<file path="src/rtl/seq_array_multiplier.sv">
// seq_array_multiplier
//   Iterative shift-and-add multiplier. It retires one partial product per
//   clock and has valid/ready handshakes on the operand and result sides.
//   Only one operation is in flight at a time.
//
//   Optional feature macro: SEQ_MULT_SIGNED_EN
//     defined   -> signed_mode selects two's-complement operands
//     undefined -> always unsigned; signed_mode is accepted but ignored
//
// Ports
//   clk         in   rising-edge clock
//   rst_n       in   asynchronous active-low reset
//   in_valid    in   a / b / signed_mode are valid
//   in_ready    out  operands can be accepted (IDLE only, 0 during reset)
//   a           in   WIDTH-bit multiplicand
//   b           in   WIDTH-bit multiplier
//   signed_mode in   two's-complement operands, sampled at accept
//   out_valid   out  product is valid
//   out_ready   in   sink accepts product
//   product     out  2*WIDTH-bit result, holds last value after hand-off
//   busy        out  operation in RUN or DONE

module seq_array_multiplier #(
    parameter int unsigned WIDTH = 8
) (
    input  logic                 clk,
    input  logic                 rst_n,
    input  logic                 in_valid,
    output logic                 in_ready,
    input  logic [WIDTH-1:0]     a,
    input  logic [WIDTH-1:0]     b,
    input  logic                 signed_mode,
    output logic                 out_valid,
    input  logic                 out_ready,
    output logic [2*WIDTH-1:0]   product,
    output logic                 busy
);

    localparam int unsigned   CW   = (WIDTH > 1) ? $clog2(WIDTH) : 1;
    localparam logic [CW-1:0] LAST = CW'(WIDTH - 1);

    typedef enum logic [1:0] {
        S_IDLE,
        S_RUN,
        S_DONE
    } state_t;

    state_t               r_state;
    state_t               w_next_state;

    logic                 r_in_ready;
    logic                 r_out_valid;
    logic                 r_busy;
    logic [2*WIDTH-1:0]   r_product;
    logic [2*WIDTH-1:0]   r_acc;
    logic [2*WIDTH-1:0]   r_a_sh;   // latched |a|, shifted left once per step
    logic [WIDTH-1:0]     r_b_sh;   // latched |b|, bit 0 is the current step's bit
    logic [CW-1:0]        r_cnt;

    logic                 w_accept;
    logic                 w_last;
    logic [WIDTH-1:0]     w_a_mag;
    logic [WIDTH-1:0]     w_b_mag;
    logic [2*WIDTH-1:0]   w_acc_next;
    logic [2*WIDTH-1:0]   w_result;

    assign w_accept   = (r_state == S_IDLE) && r_in_ready && in_valid;
    assign w_last     = (r_cnt == LAST);
    assign w_acc_next = r_acc + (r_b_sh[0] ? r_a_sh : '0);

`ifdef SEQ_MULT_SIGNED_EN
    logic w_a_neg;
    logic w_b_neg;
    logic r_neg;

    assign w_a_neg = signed_mode & a[WIDTH-1];
    assign w_b_neg = signed_mode & b[WIDTH-1];
    // -(-2^(W-1)) wraps to 2^(W-1), which is the correct unsigned magnitude.
    assign w_a_mag = w_a_neg ? -a : a;
    assign w_b_mag = w_b_neg ? -b : b;
    assign w_result = r_neg ? -w_acc_next : w_acc_next;

    always_ff @(posedge clk or negedge rst_n) begin
        if (!rst_n) begin
            r_neg <= 1'b0;
        end else if (w_accept) begin
            r_neg <= w_a_neg ^ w_b_neg;
        end
    end
`else
    logic w_unused;

    assign w_unused = signed_mode;
    assign w_a_mag  = a;
    assign w_b_mag  = b;
    assign w_result = w_acc_next;
`endif

    always_ff @(posedge clk or negedge rst_n) begin
        if (!rst_n) begin
            r_state <= S_IDLE;
        end else begin
            r_state <= w_next_state;
        end
    end

    always_comb begin
        w_next_state = r_state;
        unique case (r_state)
            S_IDLE: if (w_accept)  w_next_state = S_RUN;
            S_RUN:  if (w_last)    w_next_state = S_DONE;
            S_DONE: if (out_ready) w_next_state = S_IDLE;
            default:               w_next_state = S_IDLE;
        endcase
    end

    // Status outputs are registered from the next state so that they change
    // on the same edge as the state itself, with no input-to-output path.
    always_ff @(posedge clk or negedge rst_n) begin
        if (!rst_n) begin
            r_in_ready  <= 1'b0;
            r_out_valid <= 1'b0;
            r_busy      <= 1'b0;
            r_product   <= '0;
            r_acc       <= '0;
            r_a_sh      <= '0;
            r_b_sh      <= '0;
            r_cnt       <= '0;
        end else begin
            r_in_ready  <= (w_next_state == S_IDLE);
            r_out_valid <= (w_next_state == S_DONE);
            r_busy      <= (w_next_state != S_IDLE);
            unique case (r_state)
                S_IDLE: begin
                    if (w_accept) begin
                        r_a_sh <= {{WIDTH{1'b0}}, w_a_mag};
                        r_b_sh <= w_b_mag;
                        r_acc  <= '0;
                        r_cnt  <= '0;
                    end
                end
                S_RUN: begin
                    r_acc  <= w_acc_next;
                    r_a_sh <= r_a_sh << 1;
                    r_b_sh <= r_b_sh >> 1;
                    r_cnt  <= r_cnt + CW'(1);
                    if (w_last) begin
                        r_product <= w_result;
                    end
                end
                default: begin
                end
            endcase
        end
    end

    assign in_ready  = r_in_ready;
    assign out_valid = r_out_valid;
    assign busy      = r_busy;
    assign product   = r_product;

endmodule
</file>
<file path="config.mk">
export PLATFORM = sky130hd
export DESIGN_NAME = seq_array_multiplier
export DESIGN_NICKNAME = d
export VERILOG_FILES = /design/src/rtl/seq_array_multiplier.sv
export SDC_FILE = /design/constraint.sdc
export NUM_CORES = 1
export LEC_CHECK = 0
export ABC_CLOCK_PERIOD_IN_PS = 2850
export BUFFER_PORTS_ARGS = -buffer_cell sky130_fd_sc_hd__buf_2
export CAP_MARGIN = 0
export CORE_MARGIN = 2
export CORE_UTILIZATION = 35
export DETAILED_ROUTE_END_ITERATION = 8
export GPL_ROUTABILITY_DRIVEN = 0
export PLACE_DENSITY = 0.61
export SLEW_MARGIN = 20
export SYNTH_ARGS = -nofsm -noshare
export SYNTH_HDL_FRONTEND = slang
export SYNTH_SLANG_ARGS = --single-unit
</file>
<file path="constraint.sdc">
create_clock -name clk -period 2.85 [get_ports clk]
set_clock_uncertainty 0.15 [all_clocks]
set_input_delay 0.1425 -clock clk [delete_from_list [all_inputs] [get_ports clk]]
set_output_delay 0.1425 -clock clk [all_outputs]
set_load 0.02 [all_outputs]
</file>
==> metrics.cfg <==
[status]
status=finished, final reports clean

[die]
die_h_um=106.0
die_w_um=106.0
ioPinCount=40
num_rows=37
initial_utilization_pct=35.56
core_sq_um=10230
dieArea_sq_um=11230

[yosys]
synth.area.top_cells=dfrtp_1 44%, nand2_1 9.9%, ha_1 5.8%, o21ai_0 4.3%, nor2_1 3.4%
synth.yosys.seq_area_share_pct=44.02
yosys_warnings=0
syn-cell-area_sq_um=3638
synth_top_cell_by_area=dfrtp_1
synth_flop_cell=dfrtp_1
synth-async-reset-ratio_pct=100.0
synth_area_per_cell_sq_um=8.705
synth_seq_cells=64
synth.net_count=457
synthDistinctLibCells=52
synthesis.instances=418
synth_top_cell_area_share_pct=44.02
synth_edf_count=0

[clock_tree]
cts_max_path_buffers=2
htreeDepth=3
clk_latency_ns=0.35
cts_setup_buffers=0
cts-buffers-inserted=9
cts-root-buf=clkbuf_8
cts_sinks=64
path_clk_slew_ns=0.09
cts_tree=yes

[power]
power_leakage_nw=2.033
ir_drop_mv=0.4555
cellPowerDensity_nw_per_um2=1302

[placed_design]
portBuffers=38
placed_cell_area_sq_um=3964
dp_hpwl_mm=6.085

[critical_path]
critPathMaxFanout=15
reg2reg_depth=8
critPathArrivalTime_ns=2.70
startpoint_type=flop
required_ns=2.90
endpoint_kind=flop
criticalPathCategory=flop to flop

[global_route]
grt_pass1_wl_mm=14.48
grt_usage_pct=16.23
grt_max_degree=65
antenna_found_initial=0
overflow=0
first_global_vias=2992

[timing]
grt_setup_unrepaired=no
hold_viol_final=0
min_period_ns=2.649
tightestPinTransition_ns=0.8405
fin_hold_ws_ns=0.2314
clock.fmax_mhz=377.4
finalSetupViolCount=0
period_share_pct=92.96
relSlewSlack_pct=43.81
finalSetupTns_ns=0
drv_slew=0

[detailed_routing]
dr.first_iter.drc_count=183
wl_mm=8.802
drtPass1Iterations=6
viasPerCell=5.131
ant_nets=0
num_vias=3135
drc=0
wire_per_inst_um=14.41

[cells_and_area]
layout_commonest_cell=nand2_1
finalNetCount=509
drive_gt1_share_pct=16.63
final_cell_mix=96 x nand2_1, 64 x dfrtp_1, 38 x buf_2, 33 x nor2_1, 31 x o21ai_0
syn_to_final_growth_pct=20.22
diodes=0
final_cell_area_sq_um=4374
post-route-util_pct=42.75

[min_path]
hold_class=primary input to flop
whs_path_depth=5

[job]
maxCapViolations=0

## metal layers
metal | vias to the layer above | track usage, % | wire, um
met5 | - | 0 | 0
li1 | 1558 | - | -
met2 | 58 | 25.30 | 4021
met3 | 15 | 2.698 | 327
met4 | 0 | 6.297 | 162
met1 | 1504 | 22.63 | 4290
## metrics by stage
step	std cells	total power [mW]	setup WS [ns]
floorplan	418	3.983	0.3327
global placement	577	4.679	0.2459
detailed placement	577	4.760	0.2106
CTS	611	5.708	0.1612
global route	611	6.190	0.01271
finish	611	5.694	0.2006
## sequential cells by signal, indices dropped and copies added, names as in the netlist
name and flops:
product 16, r_a_sh 16, r_acc 16, r_b_sh 8, r_cnt 3, r_state 2, busy 1, in_ready 1
out_valid 1
## final timing paths
check                                        from                      end  slack [ns]
setup / recovery            r_b_sh[0]$_DFFE_PN0P_  product[12]$_DFFE_PN0P_        0.20
hold / removal                           in_valid     r_cnt[0]$_DFFE_PN0P_        0.23
setup reg to reg            r_b_sh[0]$_DFFE_PN0P_  product[12]$_DFFE_PN0P_        0.20
hold reg to reg            product[4]$_DFFE_PN0P_   product[4]$_DFFE_PN0P_        0.33
max in group asynchronous                   rst_n    r_acc[10]$_DFFE_PN0P_        1.65
min in group asynchronous                   rst_n    r_b_sh[4]$_DFFE_PN0P_        0.36
## timing repair
action / CTS / global route
hold endpoints to repair: 82 / 0
endpoints found under the setup margin: 0 / 1
gates resized for setup: 0 / 1
hold buffers: 18 / 0
## power by group
part,switching (mW),internal (mW)
registers,0.251,1.34
clock network,0.404,0.503
logic,1.98,1.22
## cell usage after synthesis (2+ instances only)
cell and n:
a21oi_1 14, nand2b_1 6, inv_1 3, and4_1 2
a221o_1 2, o21ai_1 3, nor3_1 5, clkbuf_1 14
a21o_1 3, and2_1 18, o31ai_1 2, a22oi_1 2
mux2_2 2, nand3_1 12, mux2i_1 4, nor2_1 33
ha_1 17, a31o_2 2, a211o_1 3, nand4_1 4
a211oi_1 5, or4_1 2, nand2_1 96, a31oi_1 16
nor2b_1 3, o21ai_0 31, xnor2_1 2, a2111oi_2 2
dfrtp_1 64, o21a_1 3, buf_2 9, o211ai_1 4
and3_1 3, xor2_1 8, or2_2 2
## critical path, stage by stage, from the launching register on
cell and delay [ns]:
dfrtp_1 0.40, buf_4 0.18, and2_1 0.17, fa_1 0.43
a21oi_1 0.25, or2_0 0.19, a21boi_1 0.16, a311oi_1 0.46
o31ai_1 0.11
## final cells by class
| class | instances | area, sq um |
|---|---|---|
| inverter | 3 | 11.26 |
| clock inverter | 7 | 103.9 |
| multi-input combinational | 325 | 1911 |
| tap | 136 | 170.2 |
| timing repair buffer | 67 | 452.9 |
| fill | 1017 | 5857 |
| sequential | 64 | 1602 |
| clock buffer | 9 | 123.9 |
## logic make-up after synthesis
logic type	after synthesis	share of synthesized area, %
AOI/OAI and AO/OA	99	17.88
and+or+nand+nor	192	23.97
DFF	64	44.02
adders and majority gates	18	6.396
buffers and inverters	29	3.611
xor gates and xnor gates	10	2.407
muxes	6	1.719
No activity file was read; power rests on OpenSTA's default activity.
